$ cat src/rtl/spi_txfifo_arbiter.sv
// Round-robin arbiter sharing the spi_fifo write port between two frame sources, plus flush sequencing.
// Optional burst lock: define SPI_ARB_BURST_LOCK_EN to hold each grant for BURST_LEN transfers.
module spi_txfifo_arbiter #(
    parameter int CFG_FRAME_SIZE = 8,
    parameter int FIFO_DEPTH     = 8,
    parameter int BURST_LEN      = 4
) (
    input  logic                      pclk,
    input  logic                      preset,
    input  logic                      req0_valid,
    input  logic [CFG_FRAME_SIZE-1:0] req0_data,
    input  logic                      req0_flag,
    output logic                      req0_ready,
    input  logic                      req1_valid,
    input  logic [CFG_FRAME_SIZE-1:0] req1_data,
    input  logic                      req1_flag,
    output logic                      req1_ready,
    input  logic                      flush_req,
    output logic                      flush_done,
    input  logic [5:0]                fifo_count,
    output logic                      fifo_write,
    output logic [CFG_FRAME_SIZE-1:0] fifo_data,
    output logic                      fifo_flag,
    output logic                      fifo_rst,
    output logic [1:0]                grant
);
    // Handshake: a frame moves on a rising edge where reqN_valid & reqN_ready are both high;
    // ready never looks at the same source's valid, and a source may hold valid for any time.
    typedef enum logic [1:0] {IDLE, GRANT, FLUSH, FLUSH_DONE} state_t;

    state_t                    state, state_n;
    logic [1:0]                grant_n;
    logic                      last_grant, last_grant_n;
    logic [1:0]                valids;
    logic                      own, own_valid, other_valid, pick;
    logic                      space_ok, xfer;
    logic [CFG_FRAME_SIZE-1:0] xfer_data;
    logic                      xfer_flag;

    assign valids      = {req1_valid, req0_valid};
    assign own         = grant[1];
    assign own_valid   = valids[own];
    assign other_valid = valids[~own];
    assign pick        = valids[~last_grant] ? ~last_grant : last_grant;

    // The write launched last edge is not yet in fifo_count, so it counts as occupied.
    assign space_ok = ({1'b0, fifo_count} + {6'd0, fifo_write}) < 7'(FIFO_DEPTH);

    assign req0_ready = (state == GRANT) && grant[0] && space_ok && !flush_req;
    assign req1_ready = (state == GRANT) && grant[1] && space_ok && !flush_req;
    assign xfer       = (req0_valid && req0_ready) || (req1_valid && req1_ready);
    assign xfer_data  = grant[1] ? req1_data : req0_data;
    assign xfer_flag  = grant[1] ? req1_flag : req0_flag;

`ifdef SPI_ARB_BURST_LOCK_EN
    logic [4:0] burst_cnt, burst_cnt_n;
    logic       burst_last;
    assign burst_last = (burst_cnt == 5'(BURST_LEN - 1));
`endif

    always_comb begin
        state_n      = state;
        grant_n      = grant;
        last_grant_n = last_grant;
        if (flush_req && state != FLUSH) begin
            state_n = FLUSH;
            grant_n = 2'b00;
        end else begin
            case (state)
                IDLE: begin
                    if (|valids) begin
                        state_n      = GRANT;
                        grant_n      = pick ? 2'b10 : 2'b01;
                        last_grant_n = pick;
                    end
                end
                GRANT: begin
`ifdef SPI_ARB_BURST_LOCK_EN
                    if (!own_valid) begin
                        if (other_valid) begin
                            grant_n      = ~grant;
                            last_grant_n = ~own;
                        end else begin
                            state_n = IDLE;
                            grant_n = 2'b00;
                        end
                    end else if (xfer && burst_last && other_valid) begin
                        grant_n      = ~grant;
                        last_grant_n = ~own;
                    end
`else
                    if (xfer || !own_valid) begin
                        if (other_valid) begin
                            grant_n      = ~grant;
                            last_grant_n = ~own;
                        end else if (!own_valid) begin
                            state_n = IDLE;
                            grant_n = 2'b00;
                        end
                    end
`endif
                end
                FLUSH: begin
                    state_n = FLUSH_DONE;
                end
                FLUSH_DONE: begin
                    state_n = IDLE;
                    grant_n = 2'b00;
                end
            endcase
        end
    end

`ifdef SPI_ARB_BURST_LOCK_EN
    // A completed burst restarts the count even when the same source keeps the grant.
    always_comb begin
        burst_cnt_n = burst_cnt;
        if (state_n != GRANT || grant_n != grant || (xfer && burst_last)) begin
            burst_cnt_n = '0;
        end else if (xfer) begin
            burst_cnt_n = burst_cnt + 5'd1;
        end
    end

    always_ff @(posedge pclk) begin
        if (preset) begin
            burst_cnt <= '0;
        end else begin
            burst_cnt <= burst_cnt_n;
        end
    end
`endif

    always_ff @(posedge pclk) begin
        if (preset) begin
            state      <= IDLE;
            grant      <= 2'b00;
            last_grant <= 1'b1;
            fifo_write <= 1'b0;
            fifo_data  <= '0;
            fifo_flag  <= 1'b0;
            fifo_rst   <= 1'b0;
            flush_done <= 1'b0;
        end else begin
            state      <= state_n;
            grant      <= grant_n;
            last_grant <= last_grant_n;
            fifo_write <= xfer;
            if (xfer) begin
                fifo_data <= xfer_data;
                fifo_flag <= xfer_flag;
            end
            fifo_rst   <= (state_n == FLUSH);
            flush_done <= (state_n == FLUSH_DONE);
        end
    end
endmodule

$ cat config.mk
export PLATFORM = sky130hd
export DESIGN_NAME = spi_txfifo_arbiter
export DESIGN_NICKNAME = d
export VERILOG_FILES = /design/src/rtl/spi_txfifo_arbiter.sv
export SDC_FILE = /design/constraint.sdc
export NUM_CORES = 1
export LEC_CHECK = 0
export ABC_AREA = 1
export BUFFER_PORTS_ARGS = -buffer_cell sky130_fd_sc_hd__buf_2
export CAP_MARGIN = 20
export CORE_UTILIZATION = 35
export DETAILED_ROUTE_END_ITERATION = 16
export RECOVER_POWER = 100
export REMOVE_ABC_BUFFERS = 1
export SLEW_MARGIN = 10
export SYNTH_ARGS = -nofsm -noshare
export SYNTH_HDL_FRONTEND = slang
export SYNTH_SLANG_ARGS = --single-unit
$ cat constraint.sdc
create_clock -name pclk -period 2.85 [get_ports pclk]
set_input_delay 0 -clock pclk [delete_from_list [all_inputs] [get_ports pclk]]
set_output_delay 0 -clock pclk [all_outputs]
set_load 0.1 [all_outputs]
# Yosys cells after proc, flatten, opt, wreduce, memory -nomap -nowiden
# Index checks and enable logic that the tools add are counted.
dict set report op_classes {
  addsub 1
  order_cmp 4
  n_eq_ne 10
  mux 25
  n_bitwise 4
  reduce_logical 20
}
# op count
set ops {}
lappend ops {{$mux 2} 10}
lappend ops {{$mux 1} 11}
lappend ops {{$logic_and 1x1->1} 9}
lappend ops {{$eq 2x2->1 const B} 4}
lappend ops {{$mux 8} 1}
lappend ops {{$pmux 2 s4} 1}
lappend ops {{$add 6x1->7} 1}
lappend ops {{$lt 7x4->1 const B} 1}
lappend ops {{$lt 1x2->1 const B} 3}
lappend ops {{$ne 2x2->1 const B} 3}
lappend ops {{$pmux 2 s3} 1}
lappend ops {{$reduce_and 5->1} 1}
lappend ops {{$reduce_and 4->1} 1}
lappend ops {{$reduce_or 2->1} 2}
lappend ops {{$ne 3x3->1 const B} 1}
lappend ops {{$not 1->1} 3}
lappend ops {{$reduce_bool 3->1} 1}
lappend ops {{$eq 2x1->1 const B} 1}
lappend ops {{$logic_not 1->1} 2}
lappend ops {{$logic_not 2->1} 1}
lappend ops {{$logic_or 1x1->1} 2}
lappend ops {{$ne 2x1->1 const B} 1}
lappend ops {{$not 2->2} 1}
lappend ops {{$pmux 1 s2} 1}
lappend ops {{$reduce_bool 2->1} 1}
dict set report word_totals {
  reg_bits 17
  in_bits 29
  out_inout_bits 16
  elab_cells 72
}

# Longest topological paths before layout
dict set report depth {
  word_depth 11
  depth_mapped 11
  depth_no_buf 11
}

# Least setup slack after synthesis
# OpenSTA, ideal clock, no wires.
dict set report synth_path {
  kind {reg2out}
  startpoint {reg grant[1]}
  endpoint {out req1_ready}
  t_arrival_ps 3266
  t_required_ps 2850
  path_slack_ps -416
  path_stages_with_launch 3
  n_path_buf 0
  cell_sequence {dfxtp_1 nand2_1 nor3_1}
}
dict set report synth_via {
  elab_chain_len 3
}
# item line_no
set synth_lines {}
lappend synth_lines {{from (decl)} 25} ;# output logic [1:0] grant
lappend synth_lines {{from (signal assigned)} 146} ;# grant <= grant_n;
lappend synth_lines {{$logic_and 1x1->1 (3 in series)} 50} ;# assign req1_ready = (state == GRANT) && grant[1] && space_ok && !flush_req;
lappend synth_lines {{to (decl)} 17} ;# output logic req1_ready,
# No other way between the ends.

# Worst setup path after layout
dict set report layout_path {
  startpoint {reg grant[1]}
  endpoint {reg fifo_data[5]}
}
dict set report layout_via {
  elab_chain_len 5
  elab_cells_between_ends 6
  classes_between {1 x mux; 5 x reduce/logical}
}
# item line_no
set layout_lines {}
lappend layout_lines {{$logic_and 1x1->1 (3 in series)} 50}
lappend layout_lines {{$logic_and 1x1->1} 51} ;# assign xfer = (req0_valid && req0_ready) || (req1_valid && req1_ready);
lappend layout_lines {{$logic_or 1x1->1} 51}
lappend layout_lines {{to (signal assigned)} 150} ;# fifo_data <= xfer_data;
lappend layout_lines {{to (decl)} 22} ;# output logic [CFG_FRAME_SIZE-1:0] fifo_data,
# Parallel ways exist; a longest one is shown, timed or not.
# A chain may end at the register's enable or synchronous reset.

==> run metrics <==
first-pass GRT wire length 3553 um; Max VDD drop 250.7 uV; GRT Overall Usage 17.49%; Inserted Clock Buffers 3; critical path startpoint category flop; Clock Skew 0.003362 ns; fin crit period 2.198 ns; EDFF count, synth 0; Avg WL per Cell 10.91 um; Post-CTS Resized 0; CP Cell Sequence nand2_1, nor2_2, nand3_1, nand2_4, o21ai_0, a31oi_1, dlygate4sd3_1; synthesized area 884.6 sq um; initial antenna violation count 0; Final Cell Area 1295 sq um; full die area 2733 sq um; RSZ-0062 raised after global routing false; largest net degree at the start of global routing 19; die width 52.28 um; TNS Setup 0 ns; CTS tree done; cell accounting for the most synthesized area dfxtp_1; worst path required time 3.09 ns; # DRC 0; vias in the first global route 838; Synth cell types 23; Tcrit/Tclk final 77.11%; Die Y 52.28 um; vias 1,046; Final Hold Violating Endpoints 0; CTS sink cnt 17; placed inst area 1109 sq um; Worst Tran Pin Value 1.189 ns; Clk pwr share 24.8%; Fmax achieved 0.4550 GHz; Hold WC Path Type in -> reg; Yosys warnings 0; HPWL after DPL 1566 um; post-synthesis sequential area ratio 38.47%; Port Buffers 44; syn avg cell area 7.134 sq um; top sig layer met4; Seq pwr share 48.8%; Antenna Nets Post-Route 0; routed wl met3 115 um; H-tree lvl count 1; Detailed Route WL 2356 um; Initial Util 38.51%; Slowest Stage Delay on Critical Path 0.60 ns; 1st-iter DRT viols 17; most used flip-flop cell after synthesis dfxtp_1; FP Rows 17; share of the synthesized area in the top cell type 38.47%; Root Buffer clkbuf_4; Worst-path clk slew 0.10 ns; CP Class reg -> reg; first drt pass iteration count 4; CP Capture Type flop; GP Congestion 0.8010; Synth Instances 124; share of flip-flops with an asynchronous set or reset 0%; CTS Buffer Depth 2; power per cell area 407.2 nW/um^2; Comb pwr share 26.4%; Post-Layout Cell Count 216; Diodes inserted 0; Pint 0.3469 mW; Nets 218; top cells by count, synth nand2_1, dfxtp_1, inv_1; clk_lat worst skew 0.29 ns; Slew Viols, Final 0; final setup violation count 0; Area growth syn-to-layout 46.39%; WL met1 1050 um; Rel. slew slack 21.09%; LEAKAGE 0.6074 nW; total gr overflow 0; metal2 WL 1155 um; WP data arrival 2.43 ns; Net Switching 0.1805 mW; top-count cell post-synth nand2_1; vias per std cell 4.843; CORE AREA 2297 sq um; Switching Fraction 34.22%; critical path's slowest cell dfxtp_1; outcome complete, no violations; max-cap violations 0; dpl cells 193; largest cells by area after synthesis dfxtp_1, nand2_1, a31oi_1, inv_1, nand3_2; synthesized flop and latch total 17; CP Max Fanout 18; layout cells sized above 1 21.28%; I/O pin cnt 45
-- repair_timing --
action,4_1_cts,5_1_grt
hold endpoints to repair,13,0
setup buffers,0,0
hold buffers,19,0
-- critical path, delay by kind of cell (launching register included) --
kind,cells,cell delay (ns)
compound gates,2,0.30
buf+inv,1,0.56
flops,1,0.60
simple gates,4,0.67
-- final cells by class --
type	count	area [sq um]
clock buffers	4	26.28
fillers	228	1002
inverters	13	48.80
multi-input cells	91	454.2
flip-flops and latches	17	340.3
well taps	28	35.03
repair buffers	63	390.4
-- path summary, 6_finish.rpt --
path | from | to | slack, ns | cells past startpoint
hold / removal | flush_req | fifo_rst | 0.03 | 3
setup / recovery | grant[1] | fifo_data[5] | 0.65 | 7
setup reg to reg | grant[1] | fifo_data[5] | 0.65 | 7
hold reg to reg | last_grant | last_grant | 0.49 | 2
-- placed cells by master, fill, tap and decap left out --
cell,count
nor2_1,9
nand2_1,36
a21oi_1,6
o21a_1,1
nor3_1,4
nand3_2,2
buf_2,28
clkbuf_1,17
o31ai_1,1
o21ai_2,1
o21ai_0,11
clkbuf_4,3
nand2_4,2
dlygate4sd3_1,19
dfxtp_1,17
inv_1,13
nor2_2,3
a31oi_1,8
o22ai_1,1
nand3_1,4
a31oi_2,1
nand4_1,1
-- layer usage --
metal,track usage (%),up-vias
met5,0,-
li1,-,541
met3,1.739,4
met1,20.70,466
met2,30.77,35
met4,9.211,0
-- flip-flops by register name, summed over array words and instances, names as in the netlist --
| signal | flops |
|---|---|
| fifo_data | 8 |
| fifo_write | 1 |
| last_grant | 1 |
| flush_done | 1 |
| fifo_flag | 1 |
| fifo_rst | 1 |
| state | 2 |
| grant | 2 |
-- stage by stage --
step | hold WS, ns | utilization (%) | setup slack (ns) | power [mW]
final | 0.02886 | 56.37 | 0.6524 | 0.5273
after floorplan | 0.06907 | - | -0.5660 | 0.3535
after global routing | 0.06142 | 56.37 | 0.4947 | 0.5586
after global placement | 0.2399 | 48.26 | 1.090 | 0.3911
after detailed placement | 0.2425 | 48.26 | 1.008 | 0.3934
after CTS | 0.02046 | 57.68 | 0.7778 | 0.5360
-- cells by family (layout without fill, tap and decap cells) --
kind of cell	count (synthesis)	count (layout)	synth area share [%]
buffers and inverters	16	80	9.052
AOI/OAI and AO/OA	30	30	20.09
DFF	17	17	38.47
and+or+nand+nor	61	61	32.39
-- power by group through the flow --
| stage | clock (mW) | sequential, mW | combinational [mW] |
|---|---|---|---|
| after global placement | 0 | 0.262 | 0.129 |
| after global routing | 0.148 | 0.260 | 0.151 |
| after floorplan | 0 | 0.296 | 0.0575 |
| final | 0.131 | 0.257 | 0.139 |
| after CTS | 0.137 | 0.257 | 0.142 |
| after detailed placement | 0 | 0.263 | 0.131 |
(Power assumes the default switching activity.)
